<file path="config.mk">
export PLATFORM = sky130hd
export DESIGN_NAME = uart8_rx
export DESIGN_NICKNAME = d
export VERILOG_FILES = /design/src/rtl/uart8_rx.sv
export SDC_FILE = /design/constraint.sdc
export NUM_CORES = 1
export LEC_CHECK = 0
export ABC_CLOCK_PERIOD_IN_PS = 2700
export CAP_MARGIN = 20
export CORE_ASPECT_RATIO = 0.6
export CORE_MARGIN = 2
export CORE_UTILIZATION = 51
export DETAILED_ROUTE_END_ITERATION = 16
export PLACE_DENSITY_LB_ADDON = 0.1
export SKIP_CTS_REPAIR_TIMING = 1
export SYNTH_ARGS = -nofsm -noshare
export SYNTH_HDL_FRONTEND = slang
export SYNTH_SLANG_ARGS = --single-unit
</file>
<file path="constraint.sdc">
create_clock -name clk -period 2.7 [get_ports clk]
set_clock_uncertainty 0.05 [all_clocks]
set_input_delay 0.27 -clock clk [delete_from_list [all_inputs] [get_ports clk]]
set_output_delay 0.27 -clock clk [all_outputs]
set_load 0.05 [all_outputs]
</file>
<file path="src/rtl/uart8_rx.sv">
// uart8_rx: 8N1/8N2 UART receiver. 16x DDS oversampling (shared programming word
// with uart8_tx), 2-flop input synchroniser, 3-sample majority vote at mid-cell,
// stop-bit check, one-clk rxvalid strobe per frame.
module uart8_rx #(
  parameter int unsigned STOPBITS = 1
) (
  input  logic        clk,
  input  logic        rst,
  input  logic [23:0] baud_rate16,
  input  logic        rxd,
  output logic [7:0]  rxdata,
  output logic        rxvalid,
  output logic        frame_err,
  output logic        busy
);

  localparam int unsigned LAST_SLOT = 8 + STOPBITS;
  // WAIT_IDLE needs the line high for this many clks beyond the first high sample,
  // long enough to flush the synchroniser's reset value of 1.
  localparam int unsigned IDLE_CLKS = 3;

  generate
    if (STOPBITS != 1 && STOPBITS != 2) begin : g_bad_stopbits
      $error("uart8_rx: STOPBITS must be 1 or 2");
    end
  endgenerate

  typedef enum logic [1:0] {
    WAIT_IDLE,
    IDLE,
    RECV
  } state_t;

  logic        rxd_m_q;
  logic        rxd_s_q;
  logic [23:0] acc_q;
  logic        tick_q;
  logic [24:0] dds_d;
  logic [7:0]  cntr_q;
  state_t      state_q;
  logic        s6_q;
  logic        s7_q;
  logic [7:0]  shift_q;
  logic        stop_ok_q;
  logic [7:0]  rxdata_q;
  logic        rxvalid_q;
  logic        frame_err_q;
  logic        busy_q;

  logic [3:0]  slot;
  logic [3:0]  offset;
  logic        vote;
  logic        frame_ok;

  assign slot     = cntr_q[7:4];
  assign offset   = cntr_q[3:0];
  assign vote     = (s6_q & s7_q) | (s6_q & rxd_s_q) | (s7_q & rxd_s_q);
  assign frame_ok = stop_ok_q & vote;
  assign dds_d    = {1'b0, acc_q} + {1'b0, baud_rate16};

  // Two-flop synchroniser for the asynchronous serial input.
  always_ff @(posedge clk) begin
    if (rst) begin
      rxd_m_q <= 1'b1;
      rxd_s_q <= 1'b1;
    end else begin
      rxd_m_q <= rxd;
      rxd_s_q <= rxd_m_q;
    end
  end

  // DDS baud generator: carry-out of the accumulator is the 16x tick; parked at 0 while idle.
  always_ff @(posedge clk) begin
    if (rst || !busy_q) begin
      acc_q  <= '0;
      tick_q <= 1'b0;
    end else begin
      acc_q  <= dds_d[23:0];
      tick_q <= dds_d[24];
    end
  end

  // Receive FSM: start qualification, bit voting, data shift, stop check and strobes.
  always_ff @(posedge clk) begin
    if (rst) begin
      state_q     <= WAIT_IDLE;
      cntr_q      <= '0;
      s6_q        <= 1'b1;
      s7_q        <= 1'b1;
      shift_q     <= '0;
      stop_ok_q   <= 1'b1;
      rxdata_q    <= '0;
      rxvalid_q   <= 1'b0;
      frame_err_q <= 1'b0;
      busy_q      <= 1'b0;
    end else begin
      rxvalid_q   <= 1'b0;
      frame_err_q <= 1'b0;
      case (state_q)
        WAIT_IDLE: begin
          busy_q <= 1'b0;
          if (rxd_s_q) begin
            if (cntr_q == 8'(IDLE_CLKS)) begin
              state_q <= IDLE;
              cntr_q  <= '0;
            end else begin
              cntr_q <= cntr_q + 8'd1;
            end
          end else begin
            cntr_q <= '0;
          end
        end
        IDLE: begin
          busy_q <= 1'b0;
          if (!rxd_s_q) begin
            state_q   <= RECV;
            busy_q    <= 1'b1;
            cntr_q    <= '0;
            stop_ok_q <= 1'b1;
          end
        end
        RECV: begin
          if (tick_q) begin
            cntr_q <= cntr_q + 8'd1;
            if (offset == 4'd6) s6_q <= rxd_s_q;
            if (offset == 4'd7) s7_q <= rxd_s_q;
            if (offset == 4'd8) begin
              if (slot == 4'd0) begin
                if (vote) begin
                  state_q <= IDLE;
                  busy_q  <= 1'b0;
                end
              end else if (slot <= 4'd8) begin
                shift_q <= {vote, shift_q[7:1]};
              end else if (slot == 4'(LAST_SLOT)) begin
                rxdata_q    <= shift_q;
                rxvalid_q   <= 1'b1;
                frame_err_q <= !frame_ok;
                busy_q      <= 1'b0;
                cntr_q      <= '0;
                state_q     <= frame_ok ? IDLE : WAIT_IDLE;
              end else begin
                stop_ok_q <= frame_ok;
              end
            end
          end
        end
        default: begin
          state_q <= WAIT_IDLE;
          cntr_q  <= '0;
          busy_q  <= 1'b0;
        end
      endcase
    end
  end

  assign rxdata    = rxdata_q;
  assign rxvalid   = rxvalid_q;
  assign frame_err = frame_err_q;
  assign busy      = busy_q;

endmodule

</file>
==> results.cfg <==
[die]
die_width_um = 110.5
die_y_um = 67.88
core_sq_um = 6619
num_io_pins = 38
start_util_pct = 52.40
rows = 23
dieArea_sq_um = 7498

[finish]
nets = 511
register_area_sq_um = 1181
antenna_cells = 0
multi_input_area_sq_um = 2155
fin_area_sq_um = 4318
area.growth.synth_to_final_pct = 24.49
drive_gt1_share_pct = 8.677
nFillCells = 587

[setup_path]
crit_path_top_delay_cell = fa_1
critPathKind = in2reg
crit_path_max_incr_delay_ns = 0.44
critPathMaxFanout = 3
worstPathRequired_ns = 2.89
arrival_ns = 2.79
start_kind = primary input
cp_cell_sequence = clkdlybuf4s50_1 > ha_1 > fa_1 > a211oi_2 > o21ai_1 > a311oi_1 > buf_4 > o311a_1 > a41oi_1 > o31ai_1
endpoint_kind = flop
ff2ff_setup_slack_ns = 0.17

[global_routing]
grt_usage_pct = 22.04
grt_overflow_total = 0
grt_max_degree = 35
antenna_found_initial = 0
grt_pass1_vias = 2668
grt_pass1_wl_mm = 13.15

[synth]
syn_avg_cell_area_sq_um = 8.357
synth_warnings = 0
syn_inst = 415
ys_seq_area_share_pct = 34.05
ys_seq_elements = 59
async_flop_share_pct = 0
synth_nets = 470
synth-main-ff-cell = dfxtp_1
synth_cell_types = 55
syn-cell-area_sq_um = 3468
synth-edff-count = 0

[clock_network]
htree_levels = 3
clock_path_buffers = 2
clk_pin_slew_ns = 0.06
clock_sinks = 59
clk_latency_ns = 0.33
cts_root_buf = clkbuf_16
cts-buffers-inserted = 9
cts_tree = done

[run_status]
outcome = complete, no violations

[sta]
finalHoldViolCount = 0
setup_ws_ns = 0.09618
maxSlewViolCount = 0
period_share_pct = 96.44
maxSlewHeadroom_pct = 63.71
fmax_mhz = 384.1
setup_viol_count_final = 0
min_period_ns = 2.604
rsz0062_at_grt = no
worst_pin_slew_ns = 0.5375

[route]
drc = 0
dr.pass1.iters = 5
antenna_left = 0
drtIter0Drc = 207
drt-wirelength-per-cell_um = 14.85
vias = 3129
viasPerCell = 5.710
drt-total-wl_mm = 8.136

[placed_design]
dp_worst_setup_slack_ns = -0.3218
gp_congestion = 0.9130
placed_area_sq_um = 3979
port-buffer-count = 37
hpwlAfterDp_mm = 5.850

[pwr]
peakVddDrop_v = 0.0002421
power.leakage_uw = 0.001724
power.density_nw_per_um2 = 552.0

[flow_run]
drv_cap = 0

[min_path]
hold_path_class = reg2reg
[final cells by class]
| class | instances | area share [%] |
|---|---|---|
| multi-input combinational | 321 | 49.90 |
| clock buffer | 10 | 5.535 |
| clock inverter | 6 | 2.202 |
| tap | 87 | 2.521 |
| timing repair buffer | 54 | 11.53 |
| inverter | 11 | 0.9562 |
| sequential | 59 | 27.35 |
[power breakdown]
part           switching (uW)  internal [uW]  leakage, uW
sequential               11.0            882     0.000476
combinational             112           95.4      0.00108
clock                     441            842     0.000164
[path summary, 6_finish.rpt]
path                                     startpoint  depth (start not counted)              endpoint
worst max register to register  acc_q[0]$_SDFF_PP0_                          9  acc_q[22]$_SDFF_PP0_
worst min register to register   rxd_m_q$_SDFF_PP1_                          1    rxd_s_q$_SDFF_PP1_
worst max-delay path                 baud_rate16[0]                         10  acc_q[22]$_SDFF_PP0_
worst min-delay path             rxd_m_q$_SDFF_PP1_                          1    rxd_s_q$_SDFF_PP1_
[state kept, by name, summed over array words and instances, names as in the netlist]
signal / count
acc_q: 24
cntr_q: 8
rxdata: 8
shift_q: 8
state_q: 2
busy: 1
frame_err: 1
rxd_m_q: 1
rxd_s_q: 1
rxvalid: 1
s6_q: 1
s7_q: 1
stop_ok_q: 1
tick_q: 1
[kinds of logic after synthesis]
group / after synthesis / synth area share, %
AOI/OAI and AO/OA: 110 / 20.67
xor gates and xnor gates: 15 / 3.788
adders and majority gates: 29 / 10.61
buffers and inverters: 35 / 4.148
DFF: 59 / 34.05
muxes: 19 / 5.483
and+or+nand+nor: 148 / 21.25
[cells in the mapped netlist, drive strengths merged (3+ instances only)]
library cell,n,share of area [%]
mux2i,19,5.5
and3,6,1.1
xnor2,9,2.3
o31ai,4,0.87
nand2b,8,1.4
ha,27,9.7
nor3,8,1.2
o21a,4,0.87
nand3b,6,1.3
nand4,11,2.0
nand2,26,2.8
or3,3,0.54
nor2b,4,0.72
inv,11,1.2
nor2,50,5.4
o21ai,22,3.3
a21o,10,2.2
buf,6,1.0
dfxtp,59,34
o21bai,5,1.1
a21oi,32,4.6
clkbuf,18,1.9
a211oi,7,1.5
xor2,6,1.5
a21boi,3,0.65
and2,3,0.54
nand3,12,1.7
o211ai,4,0.87
[critical path, delay by kind of cell]
family | cells | cell delay, ns
compound gates | 6 | 1.26
fa+ha+maj | 2 | 0.66
buf+inv | 2 | 0.59
[routing by layer]
layer / GRT usage (%) / share of wire (%) / vias up
li1: - / - / 1597
met1: 33.22 / 54 / 1433
met2: 30.60 / 39 / 91
met3: 5.934 / 6.1 / 8
met4: 6.094 / 0.85 / 0
met5: 0 / 0 / -
[cells in the final DEF, fill, tap and decap left out, types with 9 or more instances in the layout]
cell type        synthesis  final
nand2_1                 26     26
nand3_1                 12     12
nor2_1                  50     50
o21ai_0                 21     20
inv_1                   11     11
xnor2_1                  9      9
clkbuf_16                0      9
a21o_1                  10     10
ha_1                    27     27
mux2i_1                 19     19
dfxtp_1                 59     59
a21oi_1                 32     32
clkdlybuf4s50_1          0     37
buf_4                    0     17
nand4_1                 11     11
[through the flow]
| stage | total power, uW | cells | setup TNS (ns) | utilization, % | hold slack [ns] |
|---|---|---|---|---|---|
| detailed placement | 1116 | 532 | -1.089 | 60.11 | 0.3627 |
| floorplan | 1038 | 415 | 0 | - | 0.3238 |
| global route | 2464 | 548 | 0 | 65.24 | 0.4006 |
| global placement | 1110 | 532 | -0.5476 | 60.11 | 0.3417 |
| finish | 2383 | 548 | 0 | 65.24 | 0.3755 |
| CTS | 2398 | 548 | 0 | 65.16 | 0.3782 |
(Power assumes the default switching activity.)
